[src/rtl/display_arbiter.sv]
// Two-requester arbiter for a shared 4-digit display. Ownership is bounded by a number of
// scan ticks, and every handover includes at least one blanked scan so no ghost digits appear.
module display_arbiter #(
    parameter int unsigned DIV        = 100000,
    parameter int unsigned HOLD_TICKS = 1000
) (
    input  logic        clk,
    input  logic        reset_n,
    input  logic [1:0]  req,
    input  logic [15:0] data0,
    input  logic [15:0] data1,
    output logic [1:0]  grant,
    output logic [15:0] digit_data,
    output logic        blank,
    output logic        scan_tick,
    output logic [1:0]  done
);

    localparam int unsigned CNT_W  = (DIV > 2) ? $clog2(DIV) : 1;
    localparam int unsigned HOLD_W = (HOLD_TICKS > 1) ? $clog2(HOLD_TICKS) : 1;

    localparam logic [CNT_W-1:0]  CNT_LAST  = CNT_W'(DIV - 1);
    localparam logic [CNT_W-1:0]  CNT_PRE   = CNT_W'(DIV - 2);
    localparam logic [HOLD_W-1:0] HOLD_LAST = HOLD_W'(HOLD_TICKS - 1);

    typedef enum logic [1:0] {
        IDLE = 2'd0,
        OWN  = 2'd1,
        GAP  = 2'd2
    } state_t;

    state_t            state;
    state_t            state_nxt;
    logic [CNT_W-1:0]  cnt;
    logic [HOLD_W-1:0] hold;
    logic [HOLD_W-1:0] hold_nxt;
    logic              last_owner;
    logic              last_owner_nxt;
    logic [1:0]        grant_nxt;
    logic [15:0]       digit_nxt;
    logic              blank_nxt;
    logic [1:0]        done_nxt;

    logic owner;
    logic expire;
    logic own_exit;
    logic winner;

    // The owner is encoded by the registered one-hot grant; valid only in OWN
    assign owner    = grant[1];
    assign expire   = scan_tick && (hold == HOLD_LAST);
    assign own_exit = !req[owner] || expire;
    // With both requesting, the requester that did not own last wins
    assign winner   = (req == 2'b11) ? ~last_owner : req[1];

    // Free-running prescaler; scan_tick is registered to line up with the terminal count
    always_ff @(posedge clk or negedge reset_n) begin
        if (!reset_n) begin
            cnt       <= '0;
            scan_tick <= 1'b0;
        end else begin
            cnt       <= (cnt == CNT_LAST) ? '0 : cnt + CNT_W'(1);
            scan_tick <= (cnt == CNT_PRE);
        end
    end

    // State register
    always_ff @(posedge clk or negedge reset_n) begin
        if (!reset_n) begin
            state <= IDLE;
        end else begin
            state <= state_nxt;
        end
    end

    // Next-state logic
    always_comb begin
        state_nxt = state;
        case (state)
            IDLE: if (req != 2'b00) state_nxt = OWN;
            OWN:  if (own_exit)     state_nxt = GAP;
            GAP:  if (scan_tick)    state_nxt = IDLE;
            default:                state_nxt = IDLE;
        endcase
    end

    // Output and datapath next values, registered below
    always_comb begin
        grant_nxt      = grant;
        digit_nxt      = digit_data;
        blank_nxt      = blank;
        done_nxt       = 2'b00;
        hold_nxt       = hold;
        last_owner_nxt = last_owner;
        case (state)
            IDLE: begin
                grant_nxt = 2'b00;
                blank_nxt = 1'b1;
                digit_nxt = 16'h0000;
                hold_nxt  = '0;
                if (req != 2'b00) begin
                    grant_nxt = winner ? 2'b10 : 2'b01;
                    blank_nxt = 1'b0;
                end
            end
            OWN: begin
                if (own_exit) begin
                    grant_nxt      = 2'b00;
                    blank_nxt      = 1'b1;
                    digit_nxt      = 16'h0000;
                    last_owner_nxt = owner;
                    done_nxt       = owner ? 2'b10 : 2'b01;
                end else begin
                    blank_nxt = 1'b0;
                    digit_nxt = owner ? data1 : data0;
                    if (scan_tick) hold_nxt = hold + HOLD_W'(1);
                end
            end
            default: begin
                grant_nxt = 2'b00;
                blank_nxt = 1'b1;
                digit_nxt = 16'h0000;
            end
        endcase
    end

    // Registered outputs and arbitration state
    always_ff @(posedge clk or negedge reset_n) begin
        if (!reset_n) begin
            grant      <= 2'b00;
            digit_data <= 16'h0000;
            blank      <= 1'b1;
            done       <= 2'b00;
            hold       <= '0;
            last_owner <= 1'b1;
        end else begin
            grant      <= grant_nxt;
            digit_data <= digit_nxt;
            blank      <= blank_nxt;
            done       <= done_nxt;
            hold       <= hold_nxt;
            last_owner <= last_owner_nxt;
        end
    end

endmodule

[config.mk]
export PLATFORM = sky130hd
export DESIGN_NAME = display_arbiter
export DESIGN_NICKNAME = d
export VERILOG_FILES = /design/src/rtl/display_arbiter.sv
export SDC_FILE = /design/constraint.sdc
export NUM_CORES = 1
export LEC_CHECK = 0
export CAP_MARGIN = 20
export CELL_PAD_IN_SITES_DETAIL_PLACEMENT = 0
export CELL_PAD_IN_SITES_GLOBAL_PLACEMENT = 1
export CORE_MARGIN = 2
export CORE_UTILIZATION = 25
export DETAILED_ROUTE_END_ITERATION = 7
export PLACE_DENSITY = 0.58
export SLEW_MARGIN = 0
export SYNTH_ARGS = -nofsm -noshare
export SYNTH_HDL_FRONTEND = slang
export SYNTH_SLANG_ARGS = --single-unit
[constraint.sdc]
create_clock -name clk -period 2.85 [get_ports clk]
set_clock_uncertainty 0.05 [all_clocks]
set_input_delay 0.57 -clock clk [delete_from_list [all_inputs] [get_ports clk]]
set_output_delay 0.57 -clock clk [all_outputs]
set_load 0.005 [all_outputs]
==> run summary, run 1 <==
Lkg Pwr -> 1.35 nW
Register bit total from synthesis -> 52
Grt ovf -> 0
Number of setup buffers added after CTS -> 0
Slew @ Worst Pin -> 0.705 ns
Synthesized area per cell -> 10.8 µm²
First-pass iteration count of the detailed router -> 4
Final core occ -> 0.345
Final Cycle Share -> 0.784
Root Driver -> clkbuf_8
Required time of the critical path -> 2.96 ns
Yosys top cell area share -> 0.515
Main flop type after synthesis -> dfrtp_1
Post-Synthesis Cells -> 226
Area leader, netlist -> dfrtp_1
RSZ-0062 raised after global routing -> false
CP arrival -> 2.35 ns
Top post-synthesis cells by count -> dfrtp_1, nor2_1, nand2_1, mux2i_1
Final instance area -> 3220 µm²
Critical Path Sink Type -> flop
Die height -> 103 µm
Min Hold Slack -> 0.212 ns
TritonCTS buffer count -> 5
YS warnings -> 0
Detailed Route WL -> 5560 µm
All-layer global routing usage -> 0.112
Fmax -> 448 MHz
GPL Wtd Cong -> 0.778
Max rail drop VDD -> 0.000167 V
Synth-to-Final Area Change -> 32.4%
Max Slew Vio Count -> 0
Mapped Nets -> 265
Worst setup SP type -> input port
Pwr dens -> 570 nW/µm²
Fin Setup TNS -> 0 ns
Die Width -> 103 µm
Top cells by area, synth -> dfrtp_1, mux2i_1, nor2_1
Largest net degree at the start of global routing -> 29
Antenna violations before repair -> 0
DRC violations left -> 0
Maxcap violations -> 0
Port bufs -> 57
Vias -> 1,819
DR vias/cell -> 4.39
Clock Pin Slew Worst Setup and Hold Paths -> 0.09 ns
Critical path class -> input port to flop
Final #Nets -> 323
Post-Syn Area -> 2430 µm²
Final HPWL DP -> 4080 µm
Status -> finished, final reports clean
Number of diodes -> 0
Placed instance area -> 3140 µm²
DIE AREA -> 10,500 µm²
CP Max Fanout -> 20
Final Hold Viols -> 0
Fraction of layout cells with a size suffix above 1 -> 0.0526
Total core area -> 9330 µm²
Worst Hold Class -> input port to async pin
CTS resizes -> 0
Number of synthesized flops with an enable pin -> 0
CTS H-tree lvls -> 2
1st-iter DRT viols -> 44
Vias in the first global route -> 1,767
Skew-Pair Late Insertion Delay -> 0.31 ns
# setup viols final -> 0
Ys async rst share -> 1.00
CTS tree -> done
Synth cell types -> 49
Relative slew margins -> 0.530
Row count -> 35
Final min period -> 2.23 ns
Global-route wire length before repair -> 9030 µm
CTS Hold Buffers Added -> 0
Io pins -> 58
Final ANT Viol Nets -> 0
Wirelength per Cell -> 13.4 µm
Seq/Total Area, Yosys -> 0.537
Clock Path Buffers -> 2
Initial Utilization -> 0.260
CTS sink cnt -> 52
Cell with the most instances after synthesis -> dfrtp_1
cell usage in the layout, fill, tap and decap left out, types with 2 or more instances in the layout:
cell type | netlist | final
a21oi_1 | 3 | 3
and2_1 | 4 | 4
and4_1 | 3 | 3
clkbuf_1 | 3 | 2
clkbuf_8 | 0 | 5
clkdlybuf4s50_1 | 0 | 56
dfrtp_1 | 50 | 50
dfstp_2 | 2 | 2
ha_1 | 3 | 3
inv_1 | 4 | 4
mux2i_1 | 17 | 17
nand2_1 | 19 | 19
nand2b_1 | 4 | 4
nand3_1 | 7 | 7
nand4_1 | 6 | 6
nand4b_1 | 2 | 2
nor2_1 | 33 | 33
nor3_1 | 3 | 3
nor4bb_1 | 2 | 2
o21ai_0 | 7 | 7
o221ai_1 | 2 | 2
o22ai_1 | 2 | 2
or3_1 | 4 | 4
or4_1 | 3 | 3
xnor2_1 | 8 | 8
xor2_1 | 8 | 8
per-layer routing:
layer  GRT usage  wire (µm)
met5           0          0
met4      0.0308         58
met3      0.0339        214
met2       0.183       2740
met1       0.144       2540
worst paths after layout:
| path | from | endpoint | slack, ns | depth (start not counted) |
|---|---|---|---|---|
| max | req[1] | grant[0]$_DFFE_PN0P_ | 0.62 | 4 |
| min | reset_n | hold[5]$_DFFE_PN0P_ | 0.21 | 1 |
| max reg2reg | hold[0]$_DFFE_PN0P_ | grant[0]$_DFFE_PN0P_ | 0.85 | 5 |
| min reg2reg | cnt[0]$_DFF_PN0_ | cnt[0]$_DFF_PN0_ | 0.44 | 1 |
| max in group asynchronous | reset_n | last_owner$_DFFE_PN1P_ | 1.91 | 2 |
| min in group clk | cnt[0]$_DFF_PN0_ | cnt[0]$_DFF_PN0_ | 0.44 | 1 |
cells by family after synthesis:
logic type / synth area share
buffers and inverters: 0.0257
and+or+nand+nor: 0.216
AOI/OAI and AO/OA: 0.0721
xor gates and xnor gates: 0.0577
muxes: 0.0762
adders and majority gates: 0.0154
DFF: 0.537
flip-flops by register name (all words and copies together) (netlist names):
name / flops
cnt: 17
digit_data: 16
hold: 10
done: 2
grant: 2
state: 2
blank: 1
last_owner: 1
scan_tick: 1
stage by stage:
| step | setup WS [ns] | power (mW) | std cells |
|---|---|---|---|
| after floorplan | 1.27 | 1.18 | 226 |
| after global placement | 0.332 | 1.46 | 406 |
| after detailed placement | 0.285 | 1.46 | 406 |
| after CTS | 0.596 | 1.88 | 414 |
| after global routing | 0.391 | 1.96 | 414 |
| final | 0.617 | 1.84 | 414 |
critical path, cell delays in order:
cell and delay, ns:
clkdlybuf4s50_1 0.50, mux2i_1 0.46, or3_1 0.65, o21ai_0 0.17
power breakdown:
group          internal, mW  switching [mW]  total (mW)
logic                 0.275           0.241       0.516
clock network         0.173           0.236       0.409
registers             0.833          0.0781       0.911
cell type report:
class | count | area (µm²)
well taps | 129 | 161
repair buffers | 59 | 593
inverters | 4 | 15.0
clock buffers | 7 | 76.3
flip-flops and latches | 52 | 1300
multi-input cells | 162 | 1060
fillers | 963 | 6110
clock inverters | 1 | 5.00
No activity file was read; power rests on OpenSTA's default activity.
==> inputs of run 2 (changes only) <==
==> constraint.sdc (replaced) <==
create_clock -name clk -period 2.1 [get_ports clk]
set_clock_uncertainty 0.05 [all_clocks]
set_input_delay 0.42 -clock clk [delete_from_list [all_inputs] [get_ports clk]]
set_output_delay 0.42 -clock clk [all_outputs]
set_load 0.005 [all_outputs]
==> run 2 against run 1 <==
Compared with the run above: die area did not move; clock power rose by 70%; cell area rose by 3.3%; largest cell class unchanged.
==> run summary, run 2 (synthesis gave the netlist of run 1 again) <==
Crit path cell chain -> ha_1 -> nand2_1 -> or3_1 -> a211oi_2 -> nand3b_1 (was clkdlybuf4s50_1 -> mux2i_1 -> or3_1 -> o21ai_0)
Worst setup SP type -> flop (was input port)
Final Cycle Share -> 0.862
Antenna violations before repair -> 0 (unchanged)
Bufs and invs on worst path -> 0 (was 1)
Commonest cells after routing, fill and taps aside -> clkdlybuf4s50_1, dfrtp_1, nor2_1, nand2_1, mux2i_1 (unchanged)
Lkg Pwr -> 1.41 nW (was 1.35 nW)
Placed instance area -> 3200 µm² (was 3140 µm²)
Clock Path Buffers -> 2 (unchanged)
CTS tree -> done (unchanged)
Max FFs per register -> 17 (unchanged)
GPL Wtd Cong -> 0.767 (was 0.778)
Io pins -> 58 (unchanged)
Wirelength per Cell -> 13.5 µm (was 13.4 µm)
Final Hold Viols -> 0 (unchanged)
TritonCTS buffer count -> 5 (unchanged)
Status -> finished, final reports clean (unchanged)
Vias in the first global route -> 1,866 (was 1,767)
Largest net degree at the start of global routing -> 32 (was 29)
Critical Path Sink Type -> flop (unchanged)
Top delay family on crit path -> simple AND/OR/NAND/NOR gates (unchanged)
Critical path class -> flop to flop (was input port to flop)
Port bufs -> 57 (unchanged)
Synth-to-Final Area Change -> 36.9% (was 32.4%)
Global-route wire length before repair -> 9430 µm (was 9030 µm)
Top Registers -> cnt x17, digit_data x16, hold x10 (unchanged)
Maxcap violations -> 0 (unchanged)
Max rail drop VDD -> 0.000253 V (was 0.000167 V)
Critical path's slowest cell -> or3_1 (unchanged)
Max Slew Vio Count -> 0 (unchanged)
Clock Pin Slew Worst Setup and Hold Paths -> 0.09 ns (about the same)
Final ANT Viol Nets -> 0 (unchanged)
Final #Nets -> 333 (was 323)
Fmax -> 553 MHz
CTS H-tree lvls -> 2 (unchanged)
Crit-path max cell delay -> 0.54 ns (was 0.65 ns)
Relative slew margins -> 0.745 (was 0.530)
Die height -> 103 µm (unchanged)
Vias -> 1,897 (was 1,819)
Worst Hold Class -> flop to flop (was input port to async pin)
DRC violations left -> 0 (unchanged)
CTS resizes -> 0 (unchanged)
Die Width -> 103 µm (unchanged)
CP arrival -> 2.00 ns (was 2.35 ns)
1st-iter DRT viols -> 44 (unchanged)
Final HPWL DP -> 4210 µm (was 4080 µm)
Placed Cells -> 415 (was 406)
Slew @ Worst Pin -> 0.378 ns (was 0.705 ns)
Min Hold Slack -> 0.436 ns (was 0.212 ns)
DIE AREA -> 10,500 µm² (unchanged)
Number of diodes -> 0 (unchanged)
# setup viols final -> 0 (unchanged)
Final min period -> 1.81 ns
Required time of the critical path -> 2.29 ns (was 2.96 ns)
Cell Count, Final, Fillers Out -> 424 (was 414)
CTS sink cnt -> 52 (unchanged)
RSZ-0062 raised after global routing -> false (unchanged)
Fraction of layout cells with a size suffix above 1 -> 0.0847 (was 0.0526)
Row count -> 35 (unchanged)
Root Driver -> clkbuf_8 (unchanged)
Skew-Pair Late Insertion Delay -> 0.30 ns (was 0.31 ns)
First-pass iteration count of the detailed router -> 4 (unchanged)
Leading cell type in the layout, fill and taps excluded -> clkdlybuf4s50_1 (unchanged)
Final instance area -> 3330 µm² (was 3220 µm²)
Fin Setup TNS -> 0 ns (unchanged)
Fillers -> 955 (was 963)
Total power -> 2.69 mW (was 1.84 mW)
Detailed Route WL -> 5710 µm (was 5560 µm)
Pwr dens -> 810 nW/µm² (was 570 nW/µm²)
Largest Register -> cnt (unchanged)
DR vias/cell -> 4.47 (was 4.39)
Grt ovf -> 0 (unchanged)
CP Max Fanout -> 8 (was 20)
Total core area -> 9330 µm² (unchanged)
Initial Utilization -> 0.260 (unchanged)
All-layer global routing usage -> 0.115 (was 0.112)
-- run 2: cell count changes in the layout (fill, tap and decap cells not counted) --
cell and change:
buf_4 +9, bufinv_16 +1, clkbuf_1 -1, clkinv_2 -1, dlygate4sd3_1 +1, inv_6 +1
-- run 2: worst reg2reg max path: stages (launching register included) --
cell	delay, ns
dfrtp_1	0.42
ha_1	0.23
nand2_1	0.10
or3_1	0.54
a211oi_2	0.28
nand3b_1	0.14
-- run 2: per-layer routing --
layer | global-route usage | routed length [µm]
met4 | 0.0277 | 50
met3 | 0.0264 | 153
met5 | 0 | 0
met2 | 0.191 | 2830
met1 | 0.153 | 2680
-- run 2: through the flow --
step | utilization | setup WS (ns)
2_1_floorplan | - | 0.520
3_3_place_gp | 0.344 | 0.129
3_5_place_dp | 0.344 | 0.0838
4_1_cts | 0.357 | 0.284
5_1_grt | 0.357 | 0.132
6_report | 0.357 | 0.291
-- run 2: power by group --
group	switching [mW]	internal [mW]
combinational	0.365	0.423
sequential	0.0800	1.13
clock	0.335	0.361
-- run 2: timing repair --
action / 4_1_cts / 5_1_grt
setup buffers: 0 / 0
hold endpoints to repair: 10 / 0
hold buffers: 1 / 0
-- run 2: layout make-up --
cell class,instances,area [µm²],area share
Clock buffer,6,72.6,0.0218
Timing Repair Buffer,69,671,0.202
Multi-Input combinational cell,162,1060,0.320
Inverter,4,15.0,0.00451
Sequential cell,52,1300,0.392
Tap cell,129,161,0.0485
Clock inverter,2,38.8,0.0117
-- run 2: path summary, 6_finish.rpt --
check	start	to	slack (ns)	depth (start not counted)
setup / recovery	hold[0]$_DFFE_PN0P_	last_owner$_DFFE_PN1P_	0.29	5
hold / removal	cnt[0]$_DFF_PN0_	cnt[0]$_DFF_PN0_	0.44	1
setup reg to reg	hold[0]$_DFFE_PN0P_	last_owner$_DFFE_PN1P_	0.29	5
hold reg to reg	cnt[0]$_DFF_PN0_	cnt[0]$_DFF_PN0_	0.44	1
max in group asynchronous	reset_n	blank$_DFF_PN1_	0.97	3
min in group asynchronous	reset_n	hold[8]$_DFFE_PN0P_	0.48	2
